--- config.mk ---
export PLATFORM = sky130hd
export DESIGN_NAME = mux8_rr_scheduler
export DESIGN_NICKNAME = d
export VERILOG_FILES = /design/src/rtl/mux8_rr_scheduler.sv
export SDC_FILE = /design/constraint.sdc
export NUM_CORES = 1
export LEC_CHECK = 0
export BUFFER_PORTS_ARGS = -buffer_cell sky130_fd_sc_hd__buf_2
export CAP_MARGIN = 20
export CORE_ASPECT_RATIO = 0.7
export CORE_MARGIN = 5
export CORE_UTILIZATION = 40
export CTS_BUF_LIST = sky130_fd_sc_hd__clkbuf_4 sky130_fd_sc_hd__clkbuf_8
export DETAILED_ROUTE_END_ITERATION = 16
export PLACE_DENSITY_LB_ADDON = 0.25
export SKIP_LAST_GASP = 1
export SYNTH_ARGS = -nofsm -noshare
export SYNTH_HDL_FRONTEND = slang
export SYNTH_SLANG_ARGS = --single-unit
--- constraint.sdc ---
create_clock -name clk -period 4.3 [get_ports clk]
set_input_delay 0.645 -clock clk [delete_from_list [all_inputs] [get_ports clk]]
set_output_delay 0.645 -clock clk [all_outputs]
set_load 0.01 [all_outputs]
--- src/rtl/mux8_rr_scheduler.sv ---
// Round-robin arbiter owning an 8:1 mux select with bounded hold time.
// Grants pass through one idle turnaround cycle; output bit is registered.
module mux8_rr_scheduler #(
  parameter int unsigned MAX_HOLD = 4
) (
  input  logic       clk,
  input  logic       rst_n,
  input  logic [7:0] req,
  input  logic [7:0] data_in,
  output logic [2:0] sel,
  output logic [7:0] gnt,
  output logic       busy,
  output logic       f
);

  typedef enum logic {
    S_IDLE,
    S_GRANT
  } state_e;

  localparam logic [3:0] MAX_CNT = 4'(MAX_HOLD);

  state_e     state_q, state_d;
  logic [2:0] ptr_q, ptr_d;
  logic [2:0] sel_q, sel_d;
  logic [3:0] cnt_q, cnt_d;
  logic [7:0] gnt_q, gnt_d;
  logic       busy_q, busy_d;
  logic       f_q, f_d;

  logic [2:0] win;
  logic [2:0] idx;
  logic       found;

  // First requester at or after ptr, wrapping mod 8
  always_comb begin
    win   = '0;
    idx   = '0;
    found = 1'b0;
    for (int i = 0; i < 8; i++) begin
      idx = ptr_q + 3'(i);
      if (!found && req[idx]) begin
        win   = idx;
        found = 1'b1;
      end
    end
  end

  always_comb begin
    state_d = state_q;
    ptr_d   = ptr_q;
    sel_d   = sel_q;
    cnt_d   = cnt_q;
    gnt_d   = gnt_q;
    busy_d  = busy_q;
    f_d     = 1'b0;
    unique case (state_q)
      S_IDLE: begin
        if (|req) begin
          state_d = S_GRANT;
          sel_d   = win;
          gnt_d   = 8'b1 << win;
          busy_d  = 1'b1;
          cnt_d   = 4'd1;
        end
      end
      S_GRANT: begin
        if (req[sel_q] && (cnt_q < MAX_CNT)) begin
          cnt_d = cnt_q + 4'd1;
          f_d   = data_in[sel_q];
        end else begin
          state_d = S_IDLE;
          gnt_d   = '0;
          busy_d  = 1'b0;
          ptr_d   = sel_q + 3'd1;
        end
      end
      default: state_d = S_IDLE;
    endcase
  end

  always_ff @(posedge clk) begin
    if (!rst_n) begin
      state_q <= S_IDLE;
      ptr_q   <= '0;
      sel_q   <= '0;
      cnt_q   <= '0;
      gnt_q   <= '0;
      busy_q  <= 1'b0;
      f_q     <= 1'b0;
    end else begin
      state_q <= state_d;
      ptr_q   <= ptr_d;
      sel_q   <= sel_d;
      cnt_q   <= cnt_d;
      gnt_q   <= gnt_d;
      busy_q  <= busy_d;
      f_q     <= f_d;
    end
  end

  assign sel  = sel_q;
  assign gnt  = gnt_q;
  assign busy = busy_q;
  assign f    = f_q;

endmodule

==> qor.yml <==
initialDrtViolationCount: 219
grt_max_degree: 24
root_buffer: "clkbuf_8"
slowest_stage: "ha_1"
fin_crit_sh_pct: 85.00
fin_crit_ns: 3.655
placedCellCount: 313
stdcell_area_mm2: 0.002364
overflow: 0
core-area_mm2: 0.005368
grt_pass1_wl_mm: 9.501
ys_async_sr_fraction_pct: 0
place.gp.congestion: 0.8665
antenna_cells: 0
die_y_um: 72.83
avgSynthCellArea_um2: 9.808
yosys-top-cells-count: "dfxtp_1, mux2i_1, nand2_1, nor2_1, mux4_2"
cp_data_required_time_ns: 4.45
fp.dieArea_mm2: 0.007266
nets: 268
detail-route-antenna-nets: 0
stdcell_count: 317
synthDistinctLibCells: 62
regToRegSetupSlack_ns: 0.65
yosys-top-cells-area: "dfxtp_1, mux4_2, mux2i_1, mux2_2, mux4_1"
slew_headroom_pct: 45.89
grtUsageTotal_pct: 15.90
viasPerCell: 6.186
fill_cells: 536
dieWidth_um: 99.76
wl_per_cell_um: 17.63
cts_hold_buf: 0
h-tree-depth: 1
grt_antenna_before_repair: 0
synth_top_area_share_pct: 18.64
ys_ff_latch: 21
hold_viol_final: 0
critPathLaunchType: "flip-flop"
place.detailed.hpwl_mm: 4.170
layout-drive-gt1-share_pct: 28.98
setup_viol: 0
synth_fp_nets: 252
clk_path_buf_depth: 2
drt-total-wl_mm: 5.589
tritoncts: "done"
numCtsBuffers: 3
ioPinCount: 31
critical_path_class: "flip-flop to flip-flop"
end_kind: "flip-flop"
post_cts_buffers: 0
drc: 0
clk_latency_ns: 0.26
drv_slew: 0
clk_pin_slew_worst_paths_ns: 0.08
maxClockFrequency_mhz: 273.6
vdd_ir_drop_max_v: 0.0001645
worst_pin_slew_ns: 0.8117
crit_fanout: 19
clock_sinks: 21
yosysWarnings: 0
critical_path.cell_chain: "inv_1 -> ha_1 -> mux2_2 -> mux4_2 -> nor2_1 -> nand4bb_2 -> o2111a_2 -> o21a_4 -> a32o_1"
yosysMostFrequentCell: "dfxtp_1"
seq_area_frac_synth_pct: 18.64
total_power_w: 0.001056
power.density_mw_per_mm2: 446.8
rows: 22
syn-cell-area_mm2: 0.002256
num_vias: 1961
synthFlopType: "dfxtp_1"
yosysTopAreaCell: "dfxtp_1"
syn_inst: 230
dpl-instance-area_mm2: 0.002315
finish.utilization_pct: 44.03
io_buffer_count: 30
rsz0062_at_grt: "false"
start_util_pct: 42.03
worst_path_largest_cell_delay_ns: 0.89
min_path_type: "flip-flop to flip-flop"
ctsResizeCount: 0
synth_edf_count: 0
final.setup.tns_ns: 0
status: "finished clean"
arrival_ns: 3.81
layout-area-overhead-vs-synth_pct: 4.770
maxCapViolCount: 0
power.leakage_nw: 0.8854
drt-pass1-iter-count: 4
finClkSkew_ns: 0.002211
grt_pass1_vias: 1817
[layer usage]
metal,vias up,wire length [um],GRT usage (%)
met5,-,0,0
met1,938,2738,24.94
met4,0,40,2.727
met2,82,2375,22.32
li1,936,-,-
met3,5,434,3.247
[sequential cells by signal, summed over array words and instances (netlist names)]
| register | count |
|---|---|
| gnt | 8 |
| cnt_q | 4 |
| ptr_q | 3 |
| sel | 3 |
| busy | 1 |
| f | 1 |
| state_q | 1 |
[power breakdown]
part,total (W),internal (W),switching [W]
Combinational,0.000651,0.000286,0.000365
Sequential,0.000269,0.000228,0.0000415
Clock,0.000136,0.0000723,0.0000636
[final timing paths]
kind / startpoint / endpoint / depth (start not counted)
max: ptr_q[0] / gnt[6] / 9
min: gnt[1] / gnt[1] / 2
max reg2reg: ptr_q[0] / gnt[6] / 9
min reg2reg: gnt[1] / gnt[1] / 2
[per-stage QoR]
step | hold slack [ns] | setup WS (ns)
after CTS | 0.4614 | 0.6792
after detailed placement | 0.4434 | 0.6900
after global placement | 0.4394 | 0.6757
after global routing | 0.4869 | 0.4762
final | 0.4533 | 0.6452
after floorplan | 0.4516 | 0.9361
[layout make-up]
type	count	area [um2]	area share [%]
inverter	9	33.78	1.429
multi-input combinational	179	1605	67.92
tap	72	90.09	3.812
clock buffer	4	48.80	2.065
sequential	21	420.4	17.79
timing repair buffer	32	165.2	6.988
[placed cells by master, fill, tap and decap left out, drive strengths merged, types with 4 or more instances in the layout]
| cell type | netlist | final |
|---|---|---|
| inv | 8 | 8 |
| xor2 | 4 | 4 |
| nand3 | 10 | 10 |
| o21ai | 4 | 4 |
| mux4 | 17 | 17 |
| nand2 | 16 | 16 |
| a21oi | 10 | 10 |
| ha | 4 | 4 |
| dfxtp | 21 | 21 |
| clkbuf | 9 | 4 |
| mux2i | 16 | 16 |
| nor3 | 6 | 6 |
| o2111ai | 5 | 5 |
| buf | 8 | 32 |
| o31ai | 4 | 4 |
| nor2 | 16 | 16 |
| mux2 | 13 | 13 |
| nand3b | 5 | 5 |
| a32o | 4 | 4 |
[worst max-delay path: cells and delay by family, from the launching register on]
kind / cells / cell delay (ns)
compound gates: 3 / 0.69
mux: 2 / 0.97
simple gates: 2 / 0.51
buf+inv: 1 / 0.17
fa+ha+maj: 1 / 0.89
flops: 1 / 0.33
[kinds of logic (layout without fill, tap and decap cells)]
family	after synthesis	count (layout)	synth area share [%]
fa+ha+maj	4	4	2.219
simple gates	74	74	17.42
xor+xnor	4	4	1.553
mux	46	46	31.56
flops	21	21	18.64
compound gates	51	51	18.41
buf+inv	30	45	10.20
(Power assumes the default switching activity.)
